File: src/rtl/uart_rx.sv
// 8N1 UART receiver: two-flop input synchroniser, mid-bit start validation, centre sampling.
// Bytes are presented with a one-cycle rx_done strobe; a low stop bit gives a frame_err pulse.
module uart_rx #(
  parameter int clk_freq  = 50000000,
  parameter int baud_rate = 9600
) (
  input  logic       clk,
  input  logic       reset,
  input  logic       rx_line,
  output logic [7:0] rx_data,
  output logic       rx_done,
  output logic       rx_busy,
  output logic       frame_err
);
  localparam int clks_per_bit = clk_freq / baud_rate;
  localparam int half_bit     = clks_per_bit / 2;
  localparam logic [15:0] bit_last  = 16'(clks_per_bit - 1);
  localparam logic [15:0] half_last = 16'(half_bit - 1);

  typedef enum logic [2:0] {IDLE, START, DATA, STOP, BREAK} state_t;

  state_t      state;
  logic        s1, rx_s;
  logic [15:0] clk_count;
  logic [2:0]  bit_index;
  logic [7:0]  sh;

  always_ff @(posedge clk) begin
    if (reset) begin
      state     <= IDLE;
      s1        <= 1'b1;
      rx_s      <= 1'b1;
      clk_count <= '0;
      bit_index <= '0;
      sh        <= '0;
      rx_data   <= '0;
      rx_done   <= 1'b0;
      rx_busy   <= 1'b0;
      frame_err <= 1'b0;
    end else begin
      s1        <= rx_line;
      rx_s      <= s1;
      rx_done   <= 1'b0;
      frame_err <= 1'b0;
      case (state)
        IDLE: begin
          clk_count <= '0;
          if (!rx_s) begin
            state   <= START;
            rx_busy <= 1'b1;
          end
        end
        START: begin
          if (clk_count == half_last) begin
            clk_count <= '0;
            if (!rx_s) begin
              state     <= DATA;
              bit_index <= '0;
            end else begin
              // start bit gone by mid-bit: a glitch, not a frame
              state   <= IDLE;
              rx_busy <= 1'b0;
            end
          end else begin
            clk_count <= clk_count + 16'd1;
          end
        end
        DATA: begin
          if (clk_count == bit_last) begin
            clk_count <= '0;
            sh        <= {rx_s, sh[7:1]};
            bit_index <= bit_index + 3'd1;
            if (bit_index == 3'd7) state <= STOP;
          end else begin
            clk_count <= clk_count + 16'd1;
          end
        end
        STOP: begin
          if (clk_count == bit_last) begin
            clk_count <= '0;
            if (rx_s) begin
              rx_data <= sh;
              rx_done <= 1'b1;
              rx_busy <= 1'b0;
              state   <= IDLE;
            end else begin
              frame_err <= 1'b1;
              state     <= BREAK;
            end
          end else begin
            clk_count <= clk_count + 16'd1;
          end
        end
        BREAK: begin
          // a held-low line must go high before another start edge counts
          if (rx_s) begin
            state   <= IDLE;
            rx_busy <= 1'b0;
          end
        end
        default: begin
          state   <= IDLE;
          rx_busy <= 1'b0;
        end
      endcase
    end
  end
endmodule

File: config.mk
export PLATFORM = sky130hd
export DESIGN_NAME = uart_rx
export DESIGN_NICKNAME = d
export VERILOG_FILES = /design/src/rtl/uart_rx.sv
export SDC_FILE = /design/constraint.sdc
export NUM_CORES = 1
export LEC_CHECK = 0
export CORE_MARGIN = 2
export CORE_UTILIZATION = 54
export CTS_BUF_LIST = sky130_fd_sc_hd__clkbuf_8
export CTS_CLUSTER_DIAMETER = 120
export DETAILED_ROUTE_END_ITERATION = 10
export PLACE_DENSITY_LB_ADDON = 0.08
export SLEW_MARGIN = 40
export SYNTH_ARGS = -nofsm -noshare
export SYNTH_HDL_FRONTEND = slang
export SYNTH_SLANG_ARGS = --single-unit
File: constraint.sdc
create_clock -name clk -period 2.4 [get_ports clk]
set_clock_uncertainty 0.15 [all_clocks]
set_input_delay 0.48 -clock clk [delete_from_list [all_inputs] [get_ports clk]]
set_output_delay 0.48 -clock clk [all_outputs]
set_load 0.02 [all_outputs]
**Word level (Yosys, flattened, before mapping)**

Index checks and enable logic that the tools add are counted.

- Register bits: 43
- Input bits: 3

- Add/sub/neg operators: 2
- Eq/ne operators: 14
- Multiplexer cells: 23
- Bitwise operators: 3
- Reduce and logical (&&, ||, !) cells: 10

Operator list:

| cell | count |
|---|---|
| one-hot mux 16 bit (3 select lines) | 1 |
| 2-to-1 mux 16 bit | 2 |
| 2-to-1 mux 3 bit | 10 |
| adder 16 x 1 -> 16 bit (second input constant) | 1 |
| equality test 16 x 12 -> 1 bit (second input constant) | 1 |
| equality test 16 x 13 -> 1 bit (second input constant) | 1 |
| one-hot mux 3 bit (5 select lines) | 1 |
| inequality test 2 bit (second input constant) | 7 |
| AND reduction 4 bit | 2 |
| equality test 3 x 2 -> 1 bit (second input constant) | 2 |
| equality test 3 bit (second input constant) | 2 |
| 2-to-1 mux 1 bit | 6 |
| one-hot mux 3 bit (2 select lines) | 1 |
| AND reduction 6 bit | 1 |
| one-hot mux 1 bit (5 select lines) | 1 |
| adder 3 x 1 -> 3 bit (second input constant) | 1 |
| equality test 3 x 1 -> 1 bit (second input constant) | 1 |
| logical NOT 3 bit | 1 |
| NOT 1 bit | 3 |
| AND reduction 3 bit | 1 |
| nonzero test 3 bit | 1 |
| OR reduction 3 bit | 1 |
| 2-to-1 mux 2 bit | 1 |
| AND reduction 2 bit | 1 |
| 2 further kinds | 2 |

**Depth between registers and ports, before layout**

- Depth after elaboration: 4
- Depth in mapped cells: 7
- Depth with buffers taken out: 6

**Worst setup path after synthesis**

Ideal clock, no wire load.

- Path type: register -> register
- From: register clk_count[0]
- To: register clk_count[11]
- Arrival time: 2.038 ns
- Data required time: 2.133 ns
- Slack: 0.095 ns
- Cell stages (with the launch flop): 7
- Clock period less this slack: 2.305 ns
- Cell sequence: dfxtp_1 -> ha_1 -> or4bb_1 -> nor4_4 -> o32ai_1 -> clkbuf_1 -> a22o_1

- Cells in the longest elaborated chain, start to end: 3
- Elaborated cells between the ends (all ways): 6
- Classes of those cells: add/sub (1); eq/ne (2); mux (3)

RTL lines:

| element | RTL line | RTL |
|---|---|---|
| start, declared | 24 | `logic [15:0] clk_count;` |
| start signal, assigned | 65 | `clk_count <= clk_count + 16'd1;` |
| start signal, assigned | 75 | `clk_count <= clk_count + 16'd1;` |
| start signal, assigned | 91 | `clk_count <= clk_count + 16'd1;` |
| adder 16 x 1 -> 16 bit, or another cell as far along | 65, 75, 91 |  |
| 2-to-1 mux 16 bit, on equally long branches | 69, 79, 54 |  |
| one-hot mux 16 bit (3 select lines) (*) | 45 | `case (state)` |

Mark *: on every way between the ends. The rest lies on a longest branch, timed or not.
A chain may end at the register's enable or synchronous reset.

**Worst setup path after layout**

- From: register clk_count[0]
- To: register state[0]

- Cells in the longest elaborated chain, start to end: 3
- Elaborated cells between the ends (all ways): 6
- Classes of those cells: eq/ne (5); reduce/logical (1)

RTL lines:

| element | RTL line | RTL |
|---|---|---|
| equality test 16 x 13 -> 1 bit or equality test 16 x 12 -> 1 bit (tied branches) | 69, 79, 54 |  |
| inequality test 2 bit (no source line) | n/a |  |
| AND reduction 6 bit (no source line) (*) | n/a |  |
| end signal, assigned | 73 | `if (bit_index == 3'd7) state <= STOP;` |
| end signal, assigned | 85 | `state <= IDLE;` |
| end signal, assigned | 88 | `state <= BREAK;` |
| end, declared | 22 | `state_t state;` |

Marks and branches as above.

==> results.json <==
{
  "cts.path.max_buffers": 2,
  "dpl-instance-area_sq_um": 2190,
  "p_leak_nw": 0.929,
  "timing.rr.start": "clk_count[0]",
  "core_sq_um": 3420,
  "crit_fanout": 4,
  "htree_levels": 2,
  "initial_core_util": 0.574,
  "powerDensity_nw_per_um2": 559,
  "gp_congestion": 0.859,
  "routed_wirelength_mm": 4.23,
  "clk_pin_slew_worst_paths_ps": 90,
  "drt_drc_violations_left": 0,
  "drv_cap": 0,
  "routed_via_density": 5.80,
  "crit_type": "register to register",
  "dr_total_vias": 1675,
  "regArea_sq_um": 866,
  "multi_input_area_sq_um": 1080,
  "numCtsBuffers": 5,
  "instances_no_fill": 289,
  "synth_edf_count": 0,
  "total_power_w": 0.00132,
  "outcome": "finished, final reports clean",
  "worstRegToRegCells": 6,
  "hold_viol": 0,
  "yosysWarnings": 0,
  "cp.required_ps": 2480,
  "clockRootBuffer": "clkbuf_8",
  "dp.cells": 279,
  "synth.yosys.seq_area_share": 0.439,
  "antenna_found_initial": 0,
  "final_common_cell": "dfxtp_1",
  "syn_avg_cell_area_sq_um": 8.95,
  "grt_pass1_wl_mm": 6.98,
  "tightest_slew_ps": 449,
  "synth_nets": 225,
  "netlist_instances": 219,
  "slew_headroom": 0.699,
  "end_kind": "register",
  "final_cell_mix": "dfxtp_1, nor2_1, mux2i_1",
  "num_antenna_cells": 0,
  "grt_pass1_vias": 1630,
  "io_buffers": 13,
  "n_fill_cell": 289,
  "fin_crit_ps": 2340,
  "post-route-period-util": 0.973,
  "syn2layout_area_growth_pct": 20.7,
  "grt_max_degree": 32,
  "die_h_microns": 64.3,
  "critPathArrivalTime_ps": 2410,
  "fin_area_sq_um": 2370,
  "clk_latency_ps": 290,
  "grt_overflow": 0,
  "die-area_sq_um": 4130,
  "tritoncts": "built",
  "rrSetupSlack_ps": 60,
  "cp-endpoint": "state[0]",
  "hold_buffers": 0,
  "synthFlopType": "dfxtp_1",
  "ys_ff_latch": 43,
  "setup_viol": 0,
  "reg2reg_to": "state[0]",
  "synth.distinct_cells": 42,
  "final_max_slew_viol_count": 0,
  "syn_area_sq_um": 1960,
  "cp-start-kind": "register",
  "async_flop_share": 0,
  "cts.sinks": 43,
  "route.detailed.wl_per_inst_microns": 14.6,
  "fmax_ghz": 0.428,
  "drtIter0Drc": 104,
  "startpoint": "clk_count[0]",
  "io_pins": 14,
  "num_rows": 21,
  "hold_class": "register to register",
  "drtAntennaViolNets": 0,
  "ir_worst_vdd_mv": 0.393,
  "final_nets": 248,
  "fp.dieW_microns": 64.3,
  "drtPass1Iterations": 4,
  "drive_gt1_frac": 0.165,
  "track_usage": 0.215,
  "hpwl_mm": 2.99
}
## what timing repair did
| item | CTS | global route |
|---|---|---|
| buffers inserted | 0 | 2 |
| endpoints found under the setup margin | 0 | 30 |
| gates resized for setup | 0 | 14 |
| endpoints found under the hold margin | 0 | 0 |
## critical path: stages (launching register included)
cell and delay (ps):
dfxtp_2 360, ha_4 130, or4bb_4 530, nor4_4 390
o22ai_2 140, or4_4 430, a21oi_2 140
## cell usage after synthesis, types with 3 or more instances
cell      count  area, sq um
a21oi_1      12         60.1
a31oi_1       6         37.5
and3_1        3         18.8
clkbuf_1      7         26.3
dfxtp_1      43          861
ha_1          3         37.5
inv_1         6         22.5
mux2i_1      17          170
nand2_1      14         52.6
nand2b_1      4         25.0
nand3_1       6         30.0
nand4_1       6         37.5
nor2_1       36          135
nor2b_1       3         18.8
nor3_1        5         25.0
o21ai_0       4         20.0
o31ai_1       3         22.5
or2_2         5         31.3
or4_1         3         22.5
xnor2_1       3         26.3
xor2_1        3         26.3
## per-layer routing
layer,global-route usage,part of all wire
met5,0,0
met4,0.101,0.025
met3,0.0370,0.040
met2,0.367,0.49
met1,0.262,0.44
## power by group
group | switching (W) | total (W) | leakage (nW) | internal [W]
Combinational | 0.0000223 | 0.0000411 | 0.523 | 0.0000188
Clock | 0.000248 | 0.000558 | 0.0581 | 0.000310
Sequential | 0.00000651 | 0.000723 | 0.348 | 0.000717
Total | 0.000277 | 0.00132 | 0.929 | 0.00105
## through the flow
step	TNS (ps)	util	setup WS [ps]	hold slack, ps
global placement	0	0.641	130	250
finish	0	0.693	63.6	277
detailed placement	0	0.641	74.7	260
global route	-60.3	0.693	-32.4	293
floorplan	0	-	95.4	239
CTS	0	0.674	63.7	280
## worst min path at each step
| stage | from | endpoint | slack (ps) | cells after the start |
|---|---|---|---|---|
| after CTS | s1 | rx_s | 280 | 1 |
| after global placement | s1 | rx_s | 250 | 1 |
| after global routing | s1 | rx_s | 290 | 1 |
| after detailed placement | s1 | rx_s | 260 | 1 |
| after floorplan | s1 | rx_s | 240 | 1 |
| final | s1 | rx_s | 280 | 1 |
## logic make-up (layout without fill, tap and decap cells)
group / after synthesis / count (layout) / synth area share
DFF: 43 / 43 / 0.439
and+or+nand+nor: 99 / 99 / 0.278
xor gates and xnor gates: 6 / 6 / 0.0268
muxes: 17 / 17 / 0.0868
buffers and inverters: 15 / 39 / 0.0294
AOI/OAI and AO/OA: 36 / 36 / 0.121
adders and majority gates: 3 / 3 / 0.0191
## registers in the layout, summed over array words and instances, names as in the netlist
name,count
rx_done,1
sh,8
clk_count,16
rx_busy,1
state,3
s1,1
frame_err,1
rx_data,8
rx_s,1
bit_index,3
## final cells by class
cell class,instances,area share
Inverter,6,0.00951
Sequential cell,43,0.366
Tap cell,46,0.0243
Clock buffer,5,0.0291
Multi-Input combinational cell,161,0.457
Clock inverter,3,0.0185
Timing Repair Buffer,25,0.0962
Note: power is estimated with default switching activity, not from simulation.
